$ cat src/rtl/quadrature_step_decoder.sv
// quadrature_step_decoder
//   Turns a two-phase quadrature input into a one-cycle step pulse plus a
//   level direction for a downstream up/down counter. The pins are
//   synchronised, optionally glitch-filtered, and Gray-code decoded.
//   Illegal double-bit transitions are reported.
//
//   Build option: define QUAD_GLITCH_FILTER_EN to include the glitch filter.
//   Without it, the synchronised value feeds the decoder directly and
//   FILTER_CYCLES has no effect.
//
// Parameters
//   FILTER_CYCLES : number of consecutive clocks (1..15) a new A/B value
//                   must hold before it is accepted.
// Ports
//   clock     : sole clock; all state updates on the rising edge
//   reset     : synchronous, active-high
//   quad_a    : phase A, asynchronous to clock
//   quad_b    : phase B, asynchronous to clock
//   decode_en : 1 = report steps and errors; 0 = step/err_pulse held low
//   err_clear : clears the sticky err_flag (a coincident error wins)
//   step      : one-cycle pulse per accepted legal transition
//   direction : 1 = up, 0 = down; holds the last decoded direction
//   err_pulse : one-cycle pulse on an illegal (double-bit) transition
//   err_flag  : sticky error indicator
module quadrature_step_decoder #(
   parameter int unsigned FILTER_CYCLES = 4
) (
   input  logic clock,
   input  logic reset,
   input  logic quad_a,
   input  logic quad_b,
   input  logic decode_en,
   input  logic err_clear,
   output logic step,
   output logic direction,
   output logic err_pulse,
   output logic err_flag
);

   logic [1:0] r_sync1;
   logic [1:0] r_sync2;
   logic [1:0] w_sync_ab;
   logic [1:0] w_filt_ab;
   logic [1:0] r_prev_ab;
   logic [1:0] w_delta;
   logic       w_single;
   logic       w_double;
   logic       w_up;
   logic       r_step;
   logic       r_dir;
   logic       r_err_pulse;
   logic       r_err_flag;

   // Two-flop synchroniser per phase.
   always_ff @(posedge clock) begin
      if (reset) begin
         r_sync1 <= '0;
         r_sync2 <= '0;
      end else begin
         r_sync1 <= {quad_a, quad_b};
         r_sync2 <= r_sync1;
      end
   end

   assign w_sync_ab = r_sync2;

`ifdef QUAD_GLITCH_FILTER_EN
   localparam logic [3:0] LP_FILTER = FILTER_CYCLES[3:0];

   logic [1:0] r_filt_ab;
   logic [1:0] r_sync_last;
   logic [3:0] r_stab_cnt;
   logic [3:0] w_stab_next;
   logic       w_accept;

   // The count includes the current edge: the first edge that sees a new
   // value counts 1, so acceptance happens on the FILTER_CYCLES-th edge.
   always_comb begin
      w_stab_next = '0;
      if (w_sync_ab != r_filt_ab) begin
         if (w_sync_ab == r_sync_last)
            w_stab_next = r_stab_cnt + 4'd1;
         else
            w_stab_next = 4'd1;
      end
   end

   assign w_accept = (w_stab_next == LP_FILTER);

   always_ff @(posedge clock) begin
      if (reset) begin
         r_filt_ab   <= '0;
         r_sync_last <= '0;
         r_stab_cnt  <= '0;
      end else begin
         r_sync_last <= w_sync_ab;
         if (w_accept) begin
            r_filt_ab  <= w_sync_ab;
            r_stab_cnt <= '0;
         end else begin
            r_stab_cnt <= w_stab_next;
         end
      end
   end

   assign w_filt_ab = r_filt_ab;
`else
   assign w_filt_ab = w_sync_ab;
`endif

   // Gray decode: exactly one changed bit is a step, both is illegal.
   // For a single-bit change, up (00->01->11->10->00) is prev[1] ^ new[0].
   assign w_delta  = w_filt_ab ^ r_prev_ab;
   assign w_single = ^w_delta;
   assign w_double = &w_delta;
   assign w_up     = r_prev_ab[1] ^ w_filt_ab[0];

   always_ff @(posedge clock) begin
      if (reset) begin
         r_prev_ab   <= '0;
         r_step      <= 1'b0;
         r_dir       <= 1'b1;
         r_err_pulse <= 1'b0;
         r_err_flag  <= 1'b0;
      end else begin
         r_prev_ab   <= w_filt_ab;
         r_step      <= decode_en & w_single;
         r_err_pulse <= decode_en & w_double;
         if (w_single)
            r_dir <= w_up;
         if (w_double)
            r_err_flag <= 1'b1;
         else if (err_clear)
            r_err_flag <= 1'b0;
      end
   end

   assign step      = r_step;
   assign direction = r_dir;
   assign err_pulse = r_err_pulse;
   assign err_flag  = r_err_flag;

endmodule

$ cat config.mk
export PLATFORM = sky130hd
export DESIGN_NAME = quadrature_step_decoder
export DESIGN_NICKNAME = d
export VERILOG_FILES = /design/src/rtl/quadrature_step_decoder.sv
export SDC_FILE = /design/constraint.sdc
export NUM_CORES = 1
export LEC_CHECK = 0
export ABC_AREA = 1
export CORE_AREA = 2 2 39 41
export DETAILED_ROUTE_END_ITERATION = 12
export DIE_AREA = 0 0 41 43
export PLACE_DENSITY = 0.48
export SETUP_SLACK_MARGIN = 0.15
export SLEW_MARGIN = 10
export SYNTH_ARGS = -nofsm -noshare
export SYNTH_HDL_FRONTEND = slang
export SYNTH_SLANG_ARGS = --single-unit
$ cat constraint.sdc
create_clock -name clock -period 1.1 [get_ports clock]
set_input_delay 0.165 -clock clock [delete_from_list [all_inputs] [get_ports clock]]
set_output_delay 0.165 -clock clock [all_outputs]
set_load 0.01 [all_outputs]
# Word-level counts from Yosys, hierarchy flattened
# Index checks and enable logic that the tools add are counted.
[word_totals]
regBits = 10
out_inout_bits = 4
inputBits = 6
[classes]
bitwise_logic = 4
mux = 2
reduce_logical = 3
[op_table]
columns = ["cell", "n"]
rows = [
  ["$and A1 B1 Y1", 2],
  ["$mux W1", 2],
  ["$reduce_and A2 Y1", 1],
  ["$reduce_bool A2 Y1", 1],
  ["$reduce_xor A2 Y1", 1],
  ["$xor A2 B2 Y2", 1],
  ["$xor A1 B1 Y1", 1],
]

# Depth between registers and ports, before layout
# Gate-level depths: netlist (run 1).
[depth]
ltp_word = 3
ltp_mapped = 5

# Least setup slack after synthesis (run 1)
# OpenSTA, ideal clock, no wires.
[synth_path]
kind = "register to register"
startpoint = "register r_prev_ab[1]"
endpoint = "register r_dir (netlist: direction)"
slack_ns = 0.034
t_arrival_ns = 0.951
required_ns = 0.985
n_path_buf = 0
period_less_slack_ns = 1.066
path_stages_with_launch = 6
cell_sequence = "dfxtp_1 > xor2_1 > ha_1 > inv_1 > a21oi_1 > nand2_1"
[synth_via]
elab_chain_len = 2
[synth_rtl]
columns = ["item", "line", "text"]
rows = [
  ["start, declared", "44", "logic [1:0] r_prev_ab;"],
  ["start signal, assigned", "126", "r_prev_ab <= w_filt_ab;"],
  ["$xor A2 B2 Y2", "113", "assign w_delta = w_filt_ab ^ r_prev_ab;"],
  ["$reduce_xor A2 Y1", "114", "assign w_single = ^w_delta;"],
  ["net w_single", "46", "logic w_single;"],
  ["end signal, assigned", "130", "r_dir <= w_up;"],
  ["end, declared", "50", "logic r_dir;"],
]
# The timed path passes the listed nets, and every way through them passes these cells.
# A chain may end at the register's enable or synchronous reset.

# Worst setup path in the final report (run 1)
# Same ends and word-level chain as after synthesis.

==> results of run 1 <==
what timing repair did:
item / CTS / global route
cloned: 0 / 0
setup endpoints to repair: 7 / 5
resized for setup: 17 / 0
pin swaps: 2 / 2
power by group through the flow:
stage               Combinational, uW  Sequential, uW  Clock [uW]
floorplan                        38.1             397           0
global placement                 86.8             393           0
detailed placement               86.1             393           0
CTS                              87.0             386         343
global route                     95.4             387         365
finish                           84.6             385         333
stage by stage:
step / instances / hold slack, ns
finish: 73 / 0.395
global route: 73 / 0.409
CTS: 73 / 0.400
detailed placement: 69 / 0.390
global placement: 69 / 0.385
floorplan: 40 / 0.272
flip-flops by register name (all words and copies together), names as in the netlist:
name	count
r_sync1	2
err_pulse	1
direction	1
r_sync2	2
err_flag	1
r_prev_ab	2
step	1
metal layers:
metal | up-vias | global-route usage
li1 | 148 | -
met1 | 116 | 0.0912
met2 | 12 | 0.109
met3 | 0 | 0.0942
met4 | 0 | 0.0200
met5 | - | 0
layout make-up:
cell class	count	area share
clock buffer	4	0.0689
timing repair buffer	14	0.216
tap	16	0.0380
inverter	11	0.0784
sequential	10	0.385
multi-input combinational	18	0.214
how the worst max path moves through the flow:
stage | end | cells after the start | from | slack, ns
floorplan | direction | 5 | r_prev_ab[1] | 0.04
global placement | direction | 5 | r_prev_ab[0] | 0.009
detailed placement | direction | 5 | r_prev_ab[1] | 0.01
CTS | direction | 5 | r_prev_ab[1] | -0.004
global route | step | 4 | r_prev_ab[1] | -0.04
finish | direction | 5 | r_prev_ab[1] | 0.02
tightest hold or removal path: cells and delay by family (launching register included):
kind | cells | cell delay [ns]
flip-flops | 1 | 0.30
buffers and inverters | 1 | 0.04
AND/OR/NAND/NOR | 1 | 0.03
cells by family after synthesis:
logic type                 Yosys count  share of synthesized area
adders and majority gates            1                     0.0346
buffers and inverters               12                      0.145
AOI/OAI and AO/OA                    2                     0.0277
and+or+nand+nor                     13                      0.190
xor gates and xnor gates             2                     0.0485
DFF                                 10                      0.554
synth_stat cells:
master / count
a21oi_1: 2
buf_6: 1
dfxtp_1: 10
ha_1: 1
inv_1: 11
nand2_1: 4
nand3_1: 1
nor2_1: 6
nor3_2: 1
nor3_4: 1
xor2_1: 2
==> impl_metrics.tcl, run 1 <==
set metrics [dict create \
    htree_levels 1 \
    cts_inserted_buffers 3 \
    first_pass_iters 2 \
    p_total_uw 803 \
    rrSetupSlack_ns 0.02 \
    power_switching_uw 175 \
    layout_commonest_cell "inv_1" \
    synth_largest_area_cell "dfxtp_1" \
    rsz0062_at_grt "yes" \
    wl_met3_um 77 \
    gp_congestion 0.676 \
    clock_sinks 10 \
    setup_tns_ns 0 \
    yosysTopAreaCellShare 0.554 \
    root_buffer "clkbuf_4" \
    hpwl_um 362 \
    grt_antenna_before_repair 0 \
    setup_viol 0 \
    finalNetCount 65 \
    leakage_uw 0.000263 \
    hold_violations 0 \
    regToRegEndpoint "direction" \
    fillers 155 \
    finalCritPeriodShare 0.979 \
    hp-start "r_sync1[0]" \
    hold_depth 2 \
    core_um2 1380 \
    cts.clk_slew.worst_paths_ns 0.07 \
    critPathBufInv 1 \
    holdBufCountCts 0 \
    start_kind "register" \
    first_global_vias 244 \
    cts_tree "done" \
    hold_class "reg2reg" \
    syn-num-nets 47 \
    drv_cap 0 \
    setup_ws_ns 0.0226 \
    drive_above_1_share 0.351 \
    crit_type "reg2reg" \
    placement_rows 14 \
    die_w_um 41 \
    diodes 0 \
    grt_pass1_wl_um 910 \
    sw_frac_of_total 0.218 \
    synth_seq_cells 10 \
    wl_per_cell_um 6.97 \
    final_util 0.381 \
    postCtsSetupBuffers 0 \
    die_area_um2 1760 \
    worstReg2RegStart "r_prev_ab[1]" \
    p_per_area_nw_per_um2 1520 \
    drc 0 \
    tightest_slew_ns 0.183 \
    p_int_uw 627 \
    cp-end-kind "register" \
    drt_wl_total_um 509 \
    path_cells "xor2_1, ha_1, inv_2, a21oi_2, nand2_1" \
    syn2layout_area_growth_pct 45.7 \
    placed_area_um2 500 \
    die_h_um 43 \
    synth_cell_types 11 \
    status "finished clean" \
    finClkSkew_ns 0.00332 \
    register_area_um2 203 \
    clock_latency_ns 0.27 \
    fin_crit_ns 1.08 \
    multi_input_area_um2 113 \
    worstPathRequired_ns 1.27 \
    relSlewSlack 0.877 \
    peakVddDrop_uv 830 \
    design_area_um2 527 \
    top_layer "met3" \
    vias 276 \
    syn-cell-area_um2 362 \
    grt_overflow 0 \
    grt_usage 0.0847 \
    met2_length_um 234 \
    synth.avg_cell_area_um2 9.04 \
    mostFrequentLayoutCells "inv_1 (9), dfxtp_1 (8), nor2_1 (6), clkdlybuf4s50_1 (5), buf_4 (5)" \
    routed_via_density 3.78 \
    r2r_cells 5 \
    cp.arrival_ns 1.24 \
    critical-path-max-stage-delay_ns 0.32 \
    initial_core_util 0.261 \
    slowest_stage "dfxtp_2" \
    drt_iter0_markers 2 \
    wl_met1_um 197 \
    comb_power_share 0.105 \
    power.share.sequential 0.480 \
    ys_seq_area_frac 0.554 \
    crit_family "flip-flops" \
    io_pins 10 \
    worstPathMaxFanout 2 \
    fmaxAchievable_mhz 928 \
    port_buffers 9 \
    syn_inst 40 \
    min_delay_worst_endpoint "r_sync2[0]" \
    grt_max_degree 7 \
    slew_viol_final 0 \
    power_frac_clock 0.414 \
    synth_area_leaders "dfxtp_1 (55%), inv_1 (11%), nor2_1 (6.2%)" \
    pre_cts_slack_ns 0.0115 \
    postRouteAntennaNets 0 \
    yosys_warnings 0 \
    cts_max_path_buffers 2 \
]
(Power assumes the default switching activity.)
==> run 2, diff against run 1 <==
--- a/config.mk
+++ b/config.mk
@@ -9,7 +9,7 @@
 export CORE_AREA = 2 2 39 41
 export DETAILED_ROUTE_END_ITERATION = 12
 export DIE_AREA = 0 0 41 43
-export PLACE_DENSITY = 0.48
+export PLACE_DENSITY = 0.46
 export SETUP_SLACK_MARGIN = 0.15
 export SLEW_MARGIN = 10
 export SYNTH_ARGS = -nofsm -noshare
==> constraint.sdc (replaced) <==
create_clock -name clock -period 1.2 [get_ports clock]
set_input_delay 0.18 -clock clock [delete_from_list [all_inputs] [get_ports clock]]
set_output_delay 0.18 -clock clock [all_outputs]
set_load 0.01 [all_outputs]
==> run 2 against run 1 <==
Against the previous run: sequential power fell by 8.1%; non-clock buffer count fell by 2; fmax fell by 0.61%; register-to-register slack improved by 0.09 ns; setup slack improved by 0.093 ns; highest routed layer unchanged.
==> impl_metrics.tcl, run 2 (synthesis results as in run 1) <==
set metrics [dict create \
    port_buffers 9 \
    wl_per_cell_um 6.93 \
    tightest_slew_ns 0.132 \
    min_delay_worst_endpoint "r_sync2[1]" \
    critical-path-max-stage-delay_ns 0.33 \
    first_pass_iters 2 \
    critPathBufInv 1 \
    drt_wl_total_um 492 \
    cts_tree "done" \
    leakage_uw 0.000249 \
    drt_iter0_markers 6 \
    r2r_cells 5 \
    regToRegEndpoint "direction" \
    finalCritPeriodShare 0.903 \
    placement_rows 14 \
    initial_core_util 0.261 \
    final_util 0.373 \
    hold_ws_ns 0.399 \
    grt_usage 0.0885 \
    finClkSkew_ns 0.00165 \
    root_buffer "clkbuf_4" \
    drc 0 \
    power.share.sequential 0.492 \
    setup_viol 0 \
    sw_frac_of_total 0.208 \
    hold_class "reg2reg" \
    power_switching_uw 149 \
    grt_max_degree 7 \
    relSlewSlack 0.912 \
    drv_cap 0 \
    p_int_uw 570 \
    hold_depth 2 \
    slowest_stage "dfxtp_1" \
    crit_family "flip-flops" \
    slew_viol_final 0 \
    syn2layout_area_growth_pct 42.6 \
    mostFrequentLayoutCells "inv_1 (10), dfxtp_1 (8), nor2_1 (6), clkdlybuf4s50_1 (5), nand2_1 (4)" \
    status "finished clean" \
    fmaxAchievable_mhz 922 \
    gp_congestion 0.694 \
    setup_tns_ns 0 \
    hold_violations 0 \
    path_cells "xor2_1, ha_1, inv_2, a21oi_2, nand2_1" \
    cts.clk_slew.worst_paths_ns 0.06 \
    core_um2 1380 \
    io_pins 10 \
    pre_cts_slack_ns 0.0823 \
    grt_antenna_before_repair 0 \
    drive_above_1_share 0.273 \
    die_area_um2 1760 \
    finalNetCount 63 \
    hp-start "r_sync1[1]" \
    cts_inserted_buffers 3 \
    postRouteAntennaNets 0 \
    fillers 168 \
    diodes 0 \
    cp-end-kind "register" \
    vias 269 \
    worstReg2RegStart "r_sync2[0]" \
    htree_levels 1 \
    cts_max_path_buffers 2 \
    comb_power_share 0.098 \
    power_frac_clock 0.410 \
    hpwl_um 400 \
    die_w_um 41 \
    cp.arrival_ns 1.24 \
    rsz0062_at_grt "yes" \
    routed_via_density 3.79 \
    grt_overflow 0 \
    peakVddDrop_uv 596 \
    rrSetupSlack_ns 0.12 \
    clock_latency_ns 0.26 \
    clock_sinks 10 \
    p_total_uw 719 \
    start_kind "register" \
    die_h_um 43 \
    fin_crit_ns 1.08 \
    worstPathMaxFanout 3 \
    reg_top3 "r_prev_ab: 2 flops, r_sync1: 2 flops, r_sync2: 2 flops" \
    layout_commonest_cell "inv_1" \
    grt_pass1_wl_um 1010 \
    setup_ws_ns 0.116 \
    worstPathRequired_ns 1.36 \
    holdBufCountCts 0 \
    p_per_area_nw_per_um2 1390 \
    crit_type "reg2reg" \
    first_global_vias 288 \
]
-- run 2: cell count changes in the layout (fill, tap and decap cells not counted) --
cell / before / now
buf_4: 5 / 3
inv_1: 9 / 10
clkdlybuf4s15_2: 1 / 0
clkbuf_2: 0 / 2
inv_2: 2 / 1
buf_2: 3 / 0
clkdlybuf4s15_1: 0 / 2
-- run 2: per-stage QoR --
step	cells	instance area, um2
global route	71	515
finish	71	515
floorplan	40	362
global placement	66	475
CTS	71	519
detailed placement	66	475
-- run 2: power groups by stage --
| stage | registers, uW | logic (uW) | clock network (uW) |
|---|---|---|---|
| 4_1_cts | 353 | 72.9 | 313 |
| 5_1_grt | 356 | 80.8 | 336 |
| 2_1_floorplan | 363 | 33.6 | 0 |
| 3_3_place_gp | 360 | 72.2 | 0 |
| 6_report | 354 | 70.3 | 295 |
| 3_5_place_dp | 361 | 72.3 | 0 |
-- run 2: cell type report --
cell class                      count  area [um2]  area share
Clock buffer                        4        36.3      0.0704
Inverter                           11        41.3      0.0801
Multi-Input combinational cell     18         113       0.218
Sequential cell                    10         203       0.393
Tap cell                           16        20.0      0.0388
Timing Repair Buffer               12         103       0.199
-- run 2: worst max path at each step --
stage | start | to | slack (ns) | depth (start not counted)
after detailed placement | r_prev_ab[1] | direction | 0.08 | 5
after global placement | r_sync2[0] | direction | 0.08 | 5
after global routing | r_prev_ab[1] | direction | 0.04 | 5
final | r_sync2[0] | direction | 0.12 | 5
after floorplan | r_prev_ab[1] | direction | 0.13 | 5
after CTS | r_prev_ab[1] | direction | 0.08 | 5
-- run 2: layer usage --
| metal | global-route usage | vias to the layer above | share of wire |
|---|---|---|---|
| met5 | 0 | - | 0 |
| met4 | 0.0400 | 0 | 0 |
| met3 | 0.0628 | 0 | 0.10 |
| met2 | 0.141 | 10 | 0.50 |
| met1 | 0.0809 | 115 | 0.39 |
| li1 | - | 144 | - |
-- run 2: tightest hold or removal path: stages, from the launching register on --
cell	delay [ns]
dfxtp_1	0.30
inv_1	0.04
nor2_1	0.03
-- run 2: timing repair --
item,4_1_cts,5_1_grt
buffers inserted,1,0
resized for setup,7,7
pin swaps,3,4
endpoints found under the setup margin,5,6
endpoints found under the hold margin,0,0
==> run 3, diff against run 2 <==
--- a/config.mk
+++ b/config.mk
@@ -6,10 +6,12 @@
 export NUM_CORES = 1
 export LEC_CHECK = 0
 export ABC_AREA = 1
+export CELL_PAD_IN_SITES_DETAIL_PLACEMENT = 0
+export CELL_PAD_IN_SITES_GLOBAL_PLACEMENT = 1
 export CORE_AREA = 2 2 39 41
 export DETAILED_ROUTE_END_ITERATION = 12
 export DIE_AREA = 0 0 41 43
-export PLACE_DENSITY = 0.46
+export PLACE_DENSITY = 0.6
 export SETUP_SLACK_MARGIN = 0.15
 export SLEW_MARGIN = 10
 export SYNTH_ARGS = -nofsm -noshare
==> run 3 against run 2 <==
Against the previous run: final cell count shrank 2.8%; flip-flop and latch count did not move; combinational power is 2% lower.
==> impl_metrics.tcl, run 3 (synthesis results as in run 1) <==
set metrics [dict create \
    start_kind "register" \
    wl_met1_um 182 \
    cts_inserted_buffers 3 \
    finalNetCount 62 \
    drt_wl_total_um 509 \
    syn2layout_area_growth_pct 37.7 \
    layout_commonest_cell "inv_1" \
    grt_antenna_before_repair 0 \
    die_area_um2 1760 \
    finClkSkew_ns 0.00372 \
    cts_tree "done" \
    hold_class "reg2reg" \
    cts_max_path_buffers 2 \
    routed_via_density 3.84 \
    io_pins 10 \
    initial_core_util 0.261 \
    drc 0 \
    critical-path-max-stage-delay_ns 0.32 \
    fin_crit_ns 1.08 \
    fillers 157 \
    fmaxAchievable_mhz 925 \
    met2_length_um 259 \
    grt_max_degree 7 \
    core_um2 1380 \
    first_pass_iters 1 \
    dp.cells 66 \
    drv_cap 0 \
    postRouteAntennaNets 0 \
    grt_pass1_wl_um 855 \
    wl_per_cell_um 7.38 \
    register_area_um2 204 \
    vias 265 \
    mostFrequentLayoutCells "inv_1 (10), dfxtp_1 (7), nor2_1 (6), clkdlybuf4s50_1 (5), nand2_1 (4)" \
    port_buffers 9 \
    crit_type "reg2reg" \
    clock_latency_ns 0.26 \
    status "finished clean" \
    wl_met3_um 67 \
    rsz0062_at_grt "yes" \
    pre_cts_slack_ns 0.0968 \
    multi_input_area_um2 113 \
    grt_overflow 0 \
    cts.clk_slew.worst_paths_ns 0.06 \
    die_h_um 43 \
    root_buffer "clkbuf_4" \
    p_per_area_nw_per_um2 1290 \
    worstPathMaxFanout 2 \
    finalNonFillerCells 69 \
    slew_viol_final 0 \
    gp_congestion 0.725 \
    final_util 0.360 \
    placement_rows 14 \
    leakage_uw 0.000244 \
    tightest_slew_ns 0.210 \
    hpwl_um 381 \
    holdBufCountCts 0 \
    first_global_vias 232 \
    drive_above_1_share 0.245 \
    finalCritPeriodShare 0.901 \
    diodes 0 \
    clock_sinks 10 \
    top_layer "met3" \
    cp-end-kind "register" \
    peakVddDrop_uv 535 \
    drt_iter0_markers 0 \
    cp.arrival_ns 1.24 \
    hold_violations 0 \
    worstPathRequired_ns 1.36 \
    setup_viol 0 \
    reg_top3 "r_prev_ab: 2 flops, r_sync1: 2 flops, r_sync2: 2 flops" \
    die_w_um 41 \
    htree_levels 1 \
    setup_tns_ns 0 \
    relSlewSlack 0.860 \
    grt_usage 0.0786 \
    slowest_stage "dfxtp_2" \
    path_cells "xor2_1, ha_1, inv_2, a21oi_2, nand2_1" \
    setup_ws_ns 0.119 \
]
## run 3: layer usage
metal / vias to the layer above / GRT usage
met2: 11 / 0.109
met4: 0 / 0.0400
li1: 142 / -
met1: 112 / 0.0717
met5: - / 0
met3: 0 / 0.0785
## run 3: power breakdown
| group | internal (uW) | switching (uW) |
|---|---|---|
| logic | 36.9 | 32.2 |
| clock network | 115 | 106 |
| registers | 347 | 6.95 |
| total | 500 | 145 |
## run 3: worst paths after layout
path	to	slack, ns	depth (start not counted)	startpoint
setup / recovery	direction	0.12	5	r_sync2[1]
hold / removal	r_sync2[0]	0.39	2	r_sync1[0]
hold reg to reg	r_sync2[0]	0.39	2	r_sync1[0]
setup reg to reg	direction	0.12	5	r_sync2[1]
## run 3: per-stage QoR
| step | hold slack, ns | area, um2 | power, uW |
|---|---|---|---|
| final | 0.393 | 498 | 645 |
| after detailed placement | 0.394 | 475 | 433 |
| after CTS | 0.396 | 495 | 651 |
| after floorplan | 0.287 | 362 | 397 |
| after global routing | 0.415 | 498 | 679 |
| after global placement | 0.392 | 475 | 433 |
## run 3: area by class of cell
cell class / instances / share of cell area
Sequential cell: 10 / 0.410
Inverter: 11 / 0.0829
Tap cell: 16 / 0.0402
Timing Repair Buffer: 11 / 0.196
Multi-Input combinational cell: 18 / 0.226
Clock buffer: 3 / 0.0452
## run 3: what timing repair did
item	in CTS	in global routing
resized for setup	6	6
endpoints found under the setup margin	5	4
pin swaps	0	3
buffers inserted	0	0
## run 3: critical path, delay by kind of cell, from the launching register on
family	cells	cell delay, ns
DFF	1	0.32
adders and majority gates	1	0.30
xor gates and xnor gates	1	0.15
AOI/OAI and AO/OA	1	0.10
buffers and inverters	1	0.05
and+or+nand+nor	1	0.05
